<file path="config.mk">
export PLATFORM = sky130hd
export DESIGN_NAME = inst_fetch
export DESIGN_NICKNAME = d
export VERILOG_FILES = /design/src/rtl/mips_defs.sv /design/src/rtl/pc_next.sv /design/src/rtl/inst_fetch.sv
export SDC_FILE = /design/constraint.sdc
export NUM_CORES = 1
export LEC_CHECK = 0
export CORE_MARGIN = 8
export CORE_UTILIZATION = 30
export DETAILED_ROUTE_END_ITERATION = 8
export PLACE_DENSITY = 0.72
export SLEW_MARGIN = 20
export SYNTH_ARGS = -nofsm -noshare
export SYNTH_HDL_FRONTEND = slang
export SYNTH_SLANG_ARGS = --single-unit
export TNS_END_PERCENT = 30
</file>
<file path="constraint.sdc">
create_clock -name clk -period 6.41 [get_ports clk]
set_clock_uncertainty 0.1 [all_clocks]
set_input_delay 1.923 -clock clk [delete_from_list [all_inputs] [get_ports clk]]
set_output_delay 1.923 -clock clk [all_outputs]
set_load 0.01 [all_outputs]
</file>
<file path="src/rtl/mips_defs.sv">
// Shared definitions for the MIPS front end: fetch FSM encoding, reset vector
// and instruction field bounds.
package mips_defs;

  localparam int unsigned XLEN    = 32;
  localparam int unsigned OP_HI   = 31;
  localparam int unsigned OP_LO   = 26;
  localparam int unsigned JIDX_HI = 25;

  localparam logic [XLEN-1:0] RESET_PC_DEFAULT = 32'h0000_0000;

  typedef enum logic [2:0] {
    ST_IDLE  = 3'd0,
    ST_FETCH = 3'd1,
    ST_WAIT  = 3'd2,
    ST_VALID = 3'd3,
    ST_DRAIN = 3'd4
  } fetch_state_e;

endpackage

</file>
<file path="src/rtl/pc_next.sv">
// Combinational next-PC select: flush > jump > taken branch > sequential.
module pc_next
  import mips_defs::*;
(
  input  logic [XLEN-1:0]  pc,
  input  logic             jump,
  input  logic [JIDX_HI:0] jump_index,
  input  logic             branch_taken,
  input  logic [XLEN-1:0]  branch_target,
  input  logic             flush,
  input  logic [XLEN-1:0]  flush_target,
  output logic [XLEN-1:0]  pc_plus4_c,
  output logic [XLEN-1:0]  next_pc_c
);

  assign pc_plus4_c = pc + XLEN'(4);

  always_comb begin
    next_pc_c = pc_plus4_c;
    if (flush) begin
      next_pc_c = {flush_target[XLEN-1:2], 2'b00};
    end else if (jump) begin
      next_pc_c = {pc_plus4_c[XLEN-1:28], jump_index, 2'b00};
    end else if (branch_taken) begin
      next_pc_c = {branch_target[XLEN-1:2], 2'b00};
    end
  end

endmodule

</file>
<file path="src/rtl/inst_fetch.sv">
// Instruction fetch stage: single-outstanding imem request/response, latches the
// returned word for decode and steers the PC on consume or flush.
module inst_fetch
  import mips_defs::*;
#(
  parameter logic [31:0] RESET_PC = RESET_PC_DEFAULT
) (
  input  logic             clk,
  input  logic             rst,
  output logic             imem_req,
  output logic [XLEN-1:0]  imem_addr,
  input  logic             imem_rvalid,
  input  logic [XLEN-1:0]  imem_rdata,
  output logic [XLEN-1:0]  inst,
  output logic             inst_valid,
  output logic [XLEN-1:0]  pc,
  output logic [XLEN-1:0]  pc_plus4,
  input  logic             stall,
  input  logic             jump,
  input  logic [JIDX_HI:0] jump_index,
  input  logic             branch_taken,
  input  logic [XLEN-1:0]  branch_target,
  input  logic             flush,
  input  logic [XLEN-1:0]  flush_target
);

  fetch_state_e    state_q;
  fetch_state_e    state_d;
  logic            load_pc;
  logic            latch_inst;
  logic [XLEN-1:0] next_pc;

  pc_next u_pc_next (
    .pc            (pc),
    .jump          (jump),
    .jump_index    (jump_index),
    .branch_taken  (branch_taken),
    .branch_target (branch_target),
    .flush         (flush),
    .flush_target  (flush_target),
    .pc_plus4_c    (pc_plus4),
    .next_pc_c     (next_pc)
  );

  assign imem_addr = pc;

  always_ff @(posedge clk or posedge rst) begin
    if (rst) begin
      state_q <= ST_IDLE;
    end else begin
      state_q <= state_d;
    end
  end

  // Flush overrides everything; a response seen under flush is always dropped.
  always_comb begin
    state_d    = state_q;
    load_pc    = flush;
    latch_inst = 1'b0;
    unique case (state_q)
      ST_IDLE: begin
        state_d = ST_FETCH;
      end
      ST_FETCH: begin
        state_d = flush ? ST_DRAIN : ST_WAIT;
      end
      ST_WAIT: begin
        if (flush) begin
          state_d = imem_rvalid ? ST_FETCH : ST_DRAIN;
        end else if (imem_rvalid) begin
          state_d    = ST_VALID;
          latch_inst = 1'b1;
        end
      end
      ST_VALID: begin
        if (flush || !stall) begin
          state_d = ST_FETCH;
          load_pc = 1'b1;
        end
      end
      ST_DRAIN: begin
        if (!flush && imem_rvalid) begin
          state_d = ST_FETCH;
        end
      end
      default: begin
        state_d = ST_IDLE;
      end
    endcase
  end

  // Strobes are registered from the next state so they track state_q exactly.
  always_ff @(posedge clk or posedge rst) begin
    if (rst) begin
      pc         <= RESET_PC;
      inst       <= '0;
      inst_valid <= 1'b0;
      imem_req   <= 1'b0;
    end else begin
      if (load_pc) begin
        pc <= next_pc;
      end
      if (latch_inst) begin
        inst <= imem_rdata;
      end
      inst_valid <= (state_d == ST_VALID);
      imem_req   <= (state_d == ST_FETCH);
    end
  end

endmodule

</file>
==> impl_metrics.env <==
export IMPL_status="finished clean"
export IMPL_finalCritPeriodShare_pct=78.5
export IMPL_drt_wl_total_um=18400
export IMPL_syn_to_final_growth_pct=59.6
export IMPL_hold_class="flop to flop"
export IMPL_yosys_warnings=0
export IMPL_cp_max_fo=12
export IMPL_die_x_um=138
export IMPL_setup_viol=0
export IMPL_wl_per_cell_um=21.2
export IMPL_synth_flop_cell="dfrtp_1"
export IMPL_die_area_um2=19000
export IMPL_clock_latency_ns=0.33
export IMPL_gp_congestion=0.844
export IMPL_dr_pass1_iters=5
export IMPL_tightest_slew_ns=0.867
export IMPL_synthTopCellsByArea="dfrtp_1 (38%), mux2_2 (7.3%), buf_4 (6.4%), o21ai_0 (3.7%), nand2_1 (3.3%)"
export IMPL_cts_setup_buffers=0
export IMPL_grt_start_max_net_pins=62
export IMPL_cts_buffers=9
export IMPL_grt_pass1_wl_um=27300
export IMPL_critPathRequiredTime_ns=4.39
export IMPL_first_global_vias=4770
export IMPL_leakage_uw=0.00279
export IMPL_min_to="inst[17]"
export IMPL_cts_sinks=67
export IMPL_yosysTopAreaCell="dfrtp_1"
export IMPL_vias=4536
export IMPL_ys_seq_area_share_pct=37.6
export IMPL_final_area_um2=7110
export IMPL_cts_path_max_buffers=2
export IMPL_crit_path_end_kind="output pin"
export IMPL_ctsHoldBuffers=0
export IMPL_dpl_hpwl_um=14200
export IMPL_nFillCells=1353
export IMPL_yosysMostFrequentCell="dfrtp_1"
export IMPL_drt_iter0_markers=179
export IMPL_port_buffers=248
export IMPL_multi_input_area_um2=2320
export IMPL_criticalPathCategory="flop to output pin"
export IMPL_min_period_ns=5.03
export IMPL_synthTopCellsByCount="dfrtp_1 (67), nand2_1 (39), buf_4 (38)"
export IMPL_grt_use_total_pct=18.8
export IMPL_min_path_cells=1
export IMPL_viasPerCell=5.23
export IMPL_synthCells=484
export IMPL_clk_pin_slew_worst_paths_ns=0.06
export IMPL_cts_max_level=3
export IMPL_vdd_drop_max_uv=129
export IMPL_max_cap_viol_count=0
export IMPL_antenna_cells=0
export IMPL_synth_area_per_cell_um2=9.21
export IMPL_cts_root_buf="clkbuf_16"
export IMPL_antenna_found_initial=0
export IMPL_nets=809
export IMPL_hp_start="inst[17]"
export IMPL_async_flop_share_pct=100
export IMPL_ant_nets=0
export IMPL_reg2reg_setup_slack_ns=3.89
export IMPL_cp_start_kind="flop"
export IMPL_hold_viol_final=0
export IMPL_fin_total_pwr_uw=2210
export IMPL_fmax_mhz=199
export IMPL_overflow=0
export IMPL_powerDensity_nw_per_um2=310
export IMPL_synth_edf_count=0
export IMPL_cts_resized=0
export IMPL_coreArea_um2=14500
export IMPL_drc=0
export IMPL_syn_cell_area_um2=4460
export IMPL_final_max_slew_viol_count=0
export IMPL_fin_tns_setup_ns=0
export IMPL_ioPinCount=259
export IMPL_regArea_um2=1680
export IMPL_rows=44
export IMPL_regToRegStartpoint="imem_addr[11]"
export IMPL_start_util_pct=30.7
export IMPL_regToRegEndpoint="imem_addr[30]"
export IMPL_ys_ff_latch=67
export IMPL_synth_cell_types=65
export IMPL_dpl_cell_area_um2=6800
export IMPL_tritoncts="done"
export IMPL_cp_arrival_ns=3.01
export IMPL_ff2ff_path_depth=5
export IMPL_rsz0062_at_grt="false"
export IMPL_synth_top_area_share_pct=37.6
export IMPL_die_h_um=138
export IMPL_drive_gt1_share_pct=10.1
export IMPL_maxSlewHeadroom_pct=42.2
==> critical path: stages (launching register included) <==
cell,delay (ns)
dfrtp_1,0.55
and4_1,0.51
nand2_2,0.20
or4_1,0.59
xnor2_1,0.21
clkdlybuf4s50_1,0.60
==> area by class of cell <==
class	count	share of cell area (%)
tap	184	3.24
sequential	67	23.6
multi-input combinational	336	32.6
clock buffer	10	3.22
clock inverter	6	1.27
inverter	9	0.475
timing repair buffer	256	35.7
==> cell usage in the layout, fill, tap and decap left out, drive strengths merged, types with 4 or more instances in the layout <==
cell	synthesis	routed
and2	4	4
conb	1	6
xnor2	17	17
nor3	13	13
clkdlybuf4s50	0	247
or3	6	6
nand3	16	16
buf	50	9
nand2	40	40
inv	9	9
a221oi	9	9
xor2	9	9
a21oi	28	28
a21o	4	4
a221o	10	10
clkbuf	27	10
nand2b	4	4
o21ai	35	35
nor2	14	14
nor4	6	6
mux2i	7	7
a31oi	6	6
and4	4	4
dfrtp	67	67
and3	8	8
a32oi	4	4
mux2	32	32
nand4	11	11
o31ai	4	4
==> flip-flops by register name, indices dropped and copies added (netlist names) <==
register	count
inst	32
imem_addr	30
state_q	3
imem_req	1
inst_valid	1
==> kinds of logic after synthesis <==
group / count (synthesis) / synth area share [%]
buffers and inverters: 86 / 10.9
adder cells (fa/ha/maj): 1 / 0.281
multiplexers: 39 / 9.66
AO/OA/AOI/OAI: 129 / 19.3
flip-flops: 67 / 37.6
AND/OR/NAND/NOR: 135 / 16.8
other: 1 / 0.0841
XOR/XNOR: 26 / 5.28
==> report_power, final <==
part / switching (µW) / internal, µW
Sequential: 146 / 570
Clock: 185 / 341
Combinational: 388 / 576
Total: 720 / 1490
==> worst max path at each step <==
| stage | from | end | slack (ns) | cells after the start |
|---|---|---|---|---|
| after floorplan | imem_addr[11] | pc_plus4[21] | 2.64 | 6 |
| after global placement | imem_addr[11] | pc_plus4[21] | 1.83 | 5 |
| after detailed placement | imem_addr[11] | pc_plus4[21] | 1.76 | 5 |
| after CTS | imem_addr[11] | pc_plus4[21] | 1.39 | 5 |
| after global routing | imem_addr[11] | pc_plus4[21] | 1.25 | 5 |
| final | imem_addr[11] | pc_plus4[21] | 1.38 | 5 |
==> routing by layer <==
| layer | wire length, µm | global-route usage [%] | vias to the layer above |
|---|---|---|---|
| li1 | - | - | 2135 |
| met1 | 7280 | 21.5 | 2162 |
| met2 | 9050 | 32.5 | 220 |
| met3 | 1830 | 6.05 | 19 |
| met4 | 266 | 6.09 | 0 |
| met5 | 0 | 0 | - |
==> stage by stage <==
stage | hold slack (ns) | setup slack (ns) | util, % | cells
after floorplan | 0.429 | 2.64 | - | 489
after global placement | 0.367 | 1.83 | 46.8 | 852
after detailed placement | 0.378 | 1.76 | 46.8 | 852
after CTS | 0.390 | 1.39 | 48.9 | 868
after global routing | 0.408 | 1.25 | 48.9 | 868
final | 0.385 | 1.38 | 48.9 | 868
Power figures use the tool's default switching activity.
